File: config.mk
export PLATFORM = sky130hd
export DESIGN_NAME = ldl_sfifo_rd_stream
export DESIGN_NICKNAME = d
export VERILOG_FILES = /design/src/rtl/ldl_sfifo_rd_stream_pkg.sv /design/src/rtl/ldl_sfifo_rd_stream_regbuf2.sv /design/src/rtl/ldl_sfifo_rd_stream.sv
export SDC_FILE = /design/constraint.sdc
export NUM_CORES = 1
export LEC_CHECK = 0
export ABC_AREA = 1
export BUFFER_PORTS_ARGS = -buffer_cell sky130_fd_sc_hd__buf_2
export CORE_MARGIN = 2
export CORE_UTILIZATION = 40
export CTS_BUF_LIST = sky130_fd_sc_hd__clkbuf_16
export DETAILED_ROUTE_END_ITERATION = 12
export MAX_ROUTING_LAYER = met4
export SLEW_MARGIN = 25
export SYNTH_ARGS = -nofsm -noshare
export SYNTH_HDL_FRONTEND = slang
export SYNTH_SLANG_ARGS = --single-unit
File: constraint.sdc
create_clock -name clk -period 1.95 [get_ports clk]
set_input_delay 0.195 -clock clk [delete_from_list [all_inputs] [get_ports clk]]
set_output_delay 0.195 -clock clk [all_outputs]
set_load 0.02 [all_outputs]
File: src/rtl/ldl_sfifo_rd_stream_pkg.sv
// Shared definitions for the FIFO read-side streaming stage.
//   BUF_DEPTH   : number of words the output buffer can hold
//   ahead_mode_e: FIFO read timing (show-ahead or one-cycle latent)
//   credit_ok() : true when another FIFO read may be issued without
//                 overrunning the buffer, counting the word still in flight.
package ldl_sfifo_rd_stream_pkg;

    localparam int BUF_DEPTH = 2;

    typedef enum logic {
        MODE_LATENT = 1'b0,   // dout valid the cycle after re
        MODE_AHEAD  = 1'b1    // dout valid in the same cycle as re
    } ahead_mode_e;

    // occ + infl - deq is evaluated in 3 bits so occ=2 plus an in-flight
    // word cannot wrap back to a small value.
    function automatic logic credit_ok(input logic [1:0] occ,
                                       input logic       infl,
                                       input logic       deq);
        logic [2:0] sum;
        sum = {1'b0, occ} + {2'b00, infl} - {2'b00, deq};
        return (sum < 3'(BUF_DEPTH));
    endfunction

endpackage

File: src/rtl/ldl_sfifo_rd_stream_regbuf2.sv
// Two-entry in-order register queue. Entry 0 is the head and drives dout
// straight from a flop, so the stream data is registered.
// Ports:
//   clk, rst : clock, synchronous active-high reset (clears data and occupancy)
//   clr      : synchronous discard of all held words (data left as is)
//   push/din : append din behind the current contents
//   pop      : remove the head (ignored while empty)
//   dout     : head word
//   occ      : number of words held (0..2)
module ldl_sfifo_rd_stream_regbuf2
    import ldl_sfifo_rd_stream_pkg::*;
#(
    parameter int DW = 8
) (
    input  logic          clk,
    input  logic          rst,
    input  logic          clr,
    input  logic          push,
    input  logic          pop,
    input  logic [DW-1:0] din,
    output logic [DW-1:0] dout,
    output logic [1:0]    occ
);

    logic [BUF_DEPTH-1:0][DW-1:0] ent_reg;
    logic [BUF_DEPTH-1:0][DW-1:0] ent_next;
    logic [BUF_DEPTH-1:0][DW-1:0] shifted;
    logic [1:0]                   occ_reg;
    logic [1:0]                   occ_next;
    logic [1:0]                   slot;
    logic                         pop_eff;

    assign pop_eff  = pop & (occ_reg != 2'd0);
    // Slot the pushed word lands in, after the head has (maybe) moved out.
    // A simultaneous push and pop therefore queues the new word behind
    // the surviving entry and keeps order.
    assign slot     = occ_reg - {1'b0, pop_eff};
    assign occ_next = occ_reg + {1'b0, push} - {1'b0, pop_eff};

    generate
        for (genvar gi = 0; gi < BUF_DEPTH; gi++) begin : g_ent
            if (gi < BUF_DEPTH - 1) begin : g_mid
                assign shifted[gi] = ent_reg[gi+1];
            end else begin : g_tail
                assign shifted[gi] = ent_reg[gi];
            end
            assign ent_next[gi] = (push && (slot == 2'(gi))) ? din :
                                  (pop_eff ? shifted[gi] : ent_reg[gi]);
        end
    endgenerate

    always_ff @(posedge clk) begin
        if (rst) begin
            ent_reg <= '0;
            occ_reg <= 2'd0;
        end else begin
            ent_reg <= ent_next;
            occ_reg <= clr ? 2'd0 : occ_next;
        end
    end

    assign dout = ent_reg[0];
    assign occ  = occ_reg;

    // A push into a full queue without a pop would lose a word; the
    // upstream credit logic must never allow it.
    a_no_overflow: assert property (@(posedge clk) disable iff (rst)
        !(push && !clr && !pop_eff && (occ_reg == 2'd2)));

endmodule

File: src/rtl/ldl_sfifo_rd_stream.sv
// Read-side stage behind a synchronous FIFO. Turns the FIFO pop interface
// (re/empty/dout) into a registered valid/ready stream at one word per
// cycle, tolerating arbitrary consumer stalls, with a synchronous flush.
// Parameters:
//   DW    : data width (match the FIFO)
//   AHEAD : 1 = FIFO dout valid with re (show-ahead), 0 = one cycle later
// Ports:
//   clk, rst      : clock, synchronous active-high reset
//   flush         : discard buffered words and any read still in flight
//   fifo_empty    : FIFO empty flag
//   fifo_dout     : FIFO read data
//   fifo_re       : FIFO read enable (never high while fifo_empty)
//   m_valid/m_data: registered stream output, head of the buffer
//   m_ready       : consumer accept
//   occ           : words held in the buffer (0..2)
module ldl_sfifo_rd_stream
    import ldl_sfifo_rd_stream_pkg::*;
#(
    parameter int DW    = 8,
    parameter int AHEAD = 1
) (
    input  logic          clk,
    input  logic          rst,
    input  logic          flush,
    input  logic          fifo_empty,
    input  logic [DW-1:0] fifo_dout,
    output logic          fifo_re,
    output logic          m_valid,
    input  logic          m_ready,
    output logic [DW-1:0] m_data,
    output logic [1:0]    occ
);

    localparam ahead_mode_e MODE = (AHEAD != 0) ? MODE_AHEAD : MODE_LATENT;

    logic deq;
    logic infl;
    logic push;

    assign m_valid = (occ != 2'd0);
    assign deq     = m_valid & m_ready;

    // Reads are issued on credit: buffered words plus the word still on
    // its way, minus the word leaving this cycle, must stay below the
    // buffer depth. m_ready and fifo_empty reach fifo_re combinationally
    // so a draining consumer keeps the pipe full every cycle.
    assign fifo_re = ~rst & ~flush & ~fifo_empty & credit_ok(occ, infl, deq);

    generate
        if (MODE == MODE_AHEAD) begin : g_ahead
            assign infl = 1'b0;
            assign push = fifo_re;
        end else begin : g_latent
            logic infl_reg;
            always_ff @(posedge clk) begin
                if (rst) begin
                    infl_reg <= 1'b0;
                end else begin
                    infl_reg <= fifo_re;
                end
            end
            assign infl = infl_reg;
            // Data arriving in a flush cycle belongs to the discarded past.
            assign push = infl_reg & ~flush;
        end
    endgenerate

    ldl_sfifo_rd_stream_regbuf2 #(
        .DW (DW)
    ) u_buf (
        .clk  (clk),
        .rst  (rst),
        .clr  (flush),
        .push (push),
        .pop  (deq),
        .din  (fifo_dout),
        .dout (m_data),
        .occ  (occ)
    );

    a_occ_range: assert property (@(posedge clk) disable iff (rst)
        occ <= 2'd2);

endmodule

Word level (Yosys, flattened, before mapping)
Index checks and enable logic that the tools add are counted.
{"block": "op_classes", "addsub": 4, "multipliers": 0, "div_mod_pow": 0, "order_cmp": 1, "eq_ne": 1, "shift": 0, "n_mux": 2, "n_bitwise": 8, "n_reduce_logical": 6}
{"cell": "$mux 8", "count": 2}
{"cell": "$and 1x1->1", "count": 5}
{"cell": "$reduce_bool 2->1", "count": 2}
{"cell": "$sub 2x1->2", "count": 2}
{"cell": "$lt 3x2->1 const B", "count": 1}
{"cell": "$not 1->1", "count": 3}
{"cell": "$sub 2x1->3", "count": 1}
{"cell": "$add 2x1->2", "count": 1}
{"cell": "$eq 2x1->1 const B", "count": 1}
{"cell": "$logic_and 1x1->1", "count": 2}
{"cell": "$logic_not 2->1", "count": 1}
{"cell": "$reduce_or 2->1", "count": 1}
{"block": "word_totals", "reg_bits": 18, "latch_bits": 0, "ramBits": 0, "romBits": 0, "input_bits": 13, "out_inout_bits": 12, "wordCells": 25, "n_memories": 0}

Depth between registers and ports, before layout
{"block": "depth", "depth_word": 7, "depth_mapped": 9, "ltp_nobuf": 8}

Modules after synthesis
Synthesis repeated with hierarchy kept, for this count alone.
{"block": "unflattened", "hier_cells": 139, "hier_area_um2": 1008.5}
{"module": "ldl_sfifo_rd_stream_regbuf2", "instances": 1, "cells_each": 130, "area_each_um2": 969.7}
{"module": "ldl_sfifo_rd_stream", "instances": 1, "cells_each": 9, "area_each_um2": 38.8}

Least setup slack after synthesis
OpenSTA, ideal clock, no wires.
{"block": "synth_path", "path_type": "reg2reg", "from": "register u_buf.occ_reg[0] (netlist: u_buf.occ[0])", "to": "register u_buf.occ_reg[1] (netlist: u_buf.occ[1])", "setup_time_ns": 0.129, "arrival_time_ns": 1.382, "required_ns": 1.821, "setup_slack_ns": 0.439, "path_stages_with_launch": 7, "path_buffers": 0, "synth_period_minus_slack_ns": 1.511, "path_cell_list": "dfxtp_1 inv_1 a21oi_1 nor2_4 ha_1 o21ai_0 a21oi_1"}
{"block": "synth_between", "elab_chain_len": 7, "word_cells_on_any_way": 8}
{"item": "start, declared", "line_no": "ldl_sfifo_rd_stream_regbuf2.sv:28", "text": "logic [1:0] occ_reg;"}
{"item": "start signal, assigned", "line_no": "ldl_sfifo_rd_stream_regbuf2.sv:58", "text": "occ_reg <= clr ? 2'd0 : occ_next;"}
{"item": "$reduce_bool 2->1", "line_no": "ldl_sfifo_rd_stream.sv:40", "text": "assign m_valid = (occ != 2'd0);"}
{"item": "$and 1x1->1", "line_no": "ldl_sfifo_rd_stream.sv:41", "text": "assign deq = m_valid & m_ready;"}
{"item": "$sub 2x1->3 *", "line_no": "ldl_sfifo_rd_stream_pkg.sv:21", "text": "sum = {1'b0, occ} + {2'b00, infl} - {2'b00, deq};"}
{"item": "$lt 3x2->1 *", "line_no": "ldl_sfifo_rd_stream_pkg.sv:22", "text": "return (sum < 3'(BUF_DEPTH));"}
{"item": "$and 1x1->1 *", "line_no": "ldl_sfifo_rd_stream.sv:47", "text": "assign fifo_re = ~rst & ~flush & ~fifo_empty & credit_ok(occ, infl, deq);"}
{"item": "net fifo_re", "line_no": "ldl_sfifo_rd_stream.sv:27", "text": "output logic fifo_re,"}
{"item": "$add 2x1->2 *", "line_no": "ldl_sfifo_rd_stream_regbuf2.sv:38", "text": "assign occ_next = occ_reg + {1'b0, push} - {1'b0, pop_eff};"}
{"item": "$sub 2x1->2 *", "line_no": "ldl_sfifo_rd_stream_regbuf2.sv:38"}
Mark *: on every way through the listed nets, which the timed path passes. The rest lies on a longest branch.
A chain may end at the register's enable or synchronous reset.

Final worst setup path
{"block": "layout_path", "from": "register u_buf.occ_reg[1] (netlist: u_buf.occ[1])", "to": "output port fifo_re"}
{"block": "layout_between", "elab_chain_len": 5}
{"item": "$reduce_bool 2->1", "line_no": "ldl_sfifo_rd_stream.sv:40"}
{"item": "$and 1x1->1", "line_no": "ldl_sfifo_rd_stream.sv:41"}
{"item": "$sub 2x1->3 *", "line_no": "ldl_sfifo_rd_stream_pkg.sv:21"}
{"item": "$lt 3x2->1 *", "line_no": "ldl_sfifo_rd_stream_pkg.sv:22"}
{"item": "$and 1x1->1 *", "line_no": "ldl_sfifo_rd_stream.sv:47"}
{"item": "end, declared", "line_no": "ldl_sfifo_rd_stream.sv:27"}
Mark *: on every way between the ends. The rest lies on a longest branch, timed or not.

==> summary.md <==
| Metric | Value |
|---|---|
| Largest net degree at the start of global routing | `19` |
| Post-synthesis compound-gate area fraction | `13.02%` |
| Synth Area in XOR/XNOR | `0%` |
| Vias | `847` |
| Setup tns final | `0 ns` |
| Starting Density | `41.10%` |
| Hold-fix buffers, CTS | `0` |
| Mapped Avg Cell Area | `7.244 um2` |
| Cell Chain, Critical Path | `inv_1, a21oi_1, nor2_4, buf_2` |
| Antenna-violating nets left | `0` |
| Clk sinks | `18` |
| Setup Fix Bufs, Post-CTS | `0` |
| Final setup fails | `0` |
| CP arrival | `1.35 ns` |
| R2R Path Start | `u_buf.occ[1]` |
| CTS tree | `done` |
| Worst-Margin Slew | `0.4501 ns` |
| Root Driver | `clkbuf_16` |
| Multiplexer area fraction after synthesis | `0%` |
| Ports | `25` |
| Final min period | `1.549 ns` |
| Total grt overflow | `0` |
| Final Core Density | `47.27%` |
| Outcome | `complete, no violations` |
| Tcrit/Tclk final | `79.45%` |
| Worst Skew | `0.001169 ns` |
| Critical path's largest stage delay | `0.39 ns` |
| Syn nets | `152` |
| Drt wl/cell | `10.86 um` |
| CTS buffer count | `3` |
| First-pass GRT wire length | `3360 um` |
| Hold_sp | `fifo_dout[0]` |
| Syn. warnings | `0` |
| Initial antenna violation count | `0` |
| Worst Hold Endpoint | `u_buf.ent_reg[8]` |
| Die W | `53.99 um` |
| CP Class | `reg -> out` |
| Crit-path slowest cell | `dfxtp_1` |
| CP Capture Type | `output pin` |
| CORE AREA | `2432 um2` |
| Share of cells above drive strength 1 | `32.26%` |
| Top-area cell type share of the netlist area | `36.05%` |
| Post-DP HPWL | `1470 um` |
| Synthesis-stage register bit count | `18` |
| Die height | `53.99 um` |
| Worst path depth | `4` |
| Vias per cell | `4.578` |
| Worst vdd ir | `0.3864 mV` |
| Critical path peak fanout | `11` |
| Static Leakage | `0.5516 nW` |
| Syn Inst Count | `138` |
| Adder-cell share of the synthesized area | `1.252%` |
| Area delta synth->final | `15.02%` |
| PD cells | `770.5 nW/um2` |
| Simple-gate share of the synthesized area | `33.79%` |
| Synth area leader | `dfxtp_1` |
| Vias in the first global route | `790` |
| Hold Fails Final Rpt | `0` |
| Critical path launch point type | `flip-flop` |
| Rows | `18` |
| Clock-pin slew on the worst setup and hold paths | `0.05 ns` |
| Worst flop-to-flop path endpoint | `u_buf.occ[1]` |
| H-tree depth | `1` |
| Ranking of synthesized cells by area | `dfxtp_1, nand2_1, nand3_1, a21oi_2, inv_1` |
| Reg2Reg Setup Slack | `0.46 ns` |
| CP Data Required Time | `1.75 ns` |
| RSZ-0062 raised after global routing | `false` |
| Synth Cell Area | `999.7 um2` |
| IO buf count | `24` |
| Fmax | `645.4 MHz` |
| Initial DRC count | `3` |
| Sequential cell area fraction in the yosys report | `36.05%` |
| Worst slew margin | `69.99%` |
| Total Routing Usage GR | `16.86%` |
| Nets | `170` |
| Die area | `2915 um2` |
| Largest family of logic cells by synthesized area | `simple AND/OR/NAND/NOR gates` |
| Antenna cells | `0` |
| Max-slew violation count | `0` |
| Clk buf depth | `2` |
| Worst-Skew Late Latency | `0.25 ns` |
| CP Buf/Inv Count | `2` |
| Fillers | `258` |
| WHS Path Cells | `3` |
| Hold Crit Class | `in -> reg` |
| Max-Cap Viols | `0` |
| FF-to-FF path depth | `6` |
| Top Family by Delay on Critical Path | `flip-flops` |
| Unique cell type count in the Yosys netlist | `17` |
| Initial DRT Pass Iterations | `4` |
| Total Wirelength | `2010 um` |
| PostCTS Resize Cnt | `0` |
| Number of remaining DRC errors | `0` |
| Routability cong. | `0.6860` |
-- metrics by stage --
stage          worst slack, ns  total power [mW]  hold slack (ns)  cell area (um2)  instances
3_5_place_dp            0.4367            0.4762           0.4613             1071        181
5_1_grt                 0.2397            0.9208           0.2049             1150        185
3_3_place_gp            0.5132            0.4749           0.4559             1071        181
6_report                0.4007            0.8860           0.1973             1150        185
2_1_floorplan           0.4390            0.4565           0.3314            999.7        138
4_1_cts                 0.3751            0.8926           0.1964             1150        185
-- tightest hold or removal path: stages --
cell and delay (ns):
buf_2 0.11, nand2_2 0.06, a21oi_2 0.04
-- cells by family after synthesis --
family | Yosys count
AOI/OAI and AO/OA | 20
adders and majority gates | 1
DFF | 18
and+or+nand+nor | 70
buffers and inverters | 29
-- synth_stat cells (all sizes together) --
| cell type | instances |
|---|---|
| nand2 | 48 |
| a21oi | 19 |
| buf | 10 |
| clkbuf | 1 |
| ha | 1 |
| o21ai | 1 |
| nand3 | 18 |
| inv | 18 |
| dfxtp | 18 |
| nor2 | 4 |
-- metal layers --
| layer | vias to the layer above | GRT usage (%) | wire length [um] | part of all wire (%) |
|---|---|---|---|---|
| li1 | 460 | - | - | - |
| met4 | 0 | 8.750 | 44 | 2.2 |
| met5 | - | - | 0 | 0 |
| met1 | 365 | 19.93 | 1001 | 50 |
| met3 | 5 | 5.000 | 101 | 5.0 |
| met2 | 17 | 25.81 | 863 | 43 |
-- cell type report --
cell class | instances | area (um2) | area share (%)
Inverter | 18 | 72.57 | 6.311
Multi-Input combinational cell | 91 | 480.5 | 41.78
Timing Repair Buffer | 24 | 120.1 | 10.45
Tap cell | 30 | 37.54 | 3.264
Clock inverter | 1 | 3.754 | 0.3264
Sequential cell | 18 | 360.3 | 31.34
Clock buffer | 3 | 75.07 | 6.529
-- report_power, final --
group          switching, mW  internal (mW)
combinational         0.0561         0.0300
sequential           0.00442          0.377
clock                  0.145          0.273
total                  0.206          0.680
-- worst max path at each step --
stage | start | end
after floorplan | u_buf.occ[0] | u_buf.occ[1]
after global placement | u_buf.occ[1] | u_buf.occ[1]
after detailed placement | u_buf.occ[1] | u_buf.occ[1]
after CTS | u_buf.occ[1] | fifo_re
after global routing | u_buf.occ[1] | u_buf.occ[1]
final | u_buf.occ[1] | fifo_re
-- layout by cell type, fill, tap and decap left out --
cell type  instances
nand2_1           37
buf_2             24
dfxtp_1           18
inv_1             17
nand3_1           17
a21oi_1           11
nand2_2           10
a21oi_2            8
clkbuf_16          3
nor2_4             2
nor2_1             2
nand3_2            1
o21ai_0            1
nand2_4            1
inv_6              1
ha_1               1
clkinv_1           1
No activity file was read; power rests on OpenSTA's default activity.
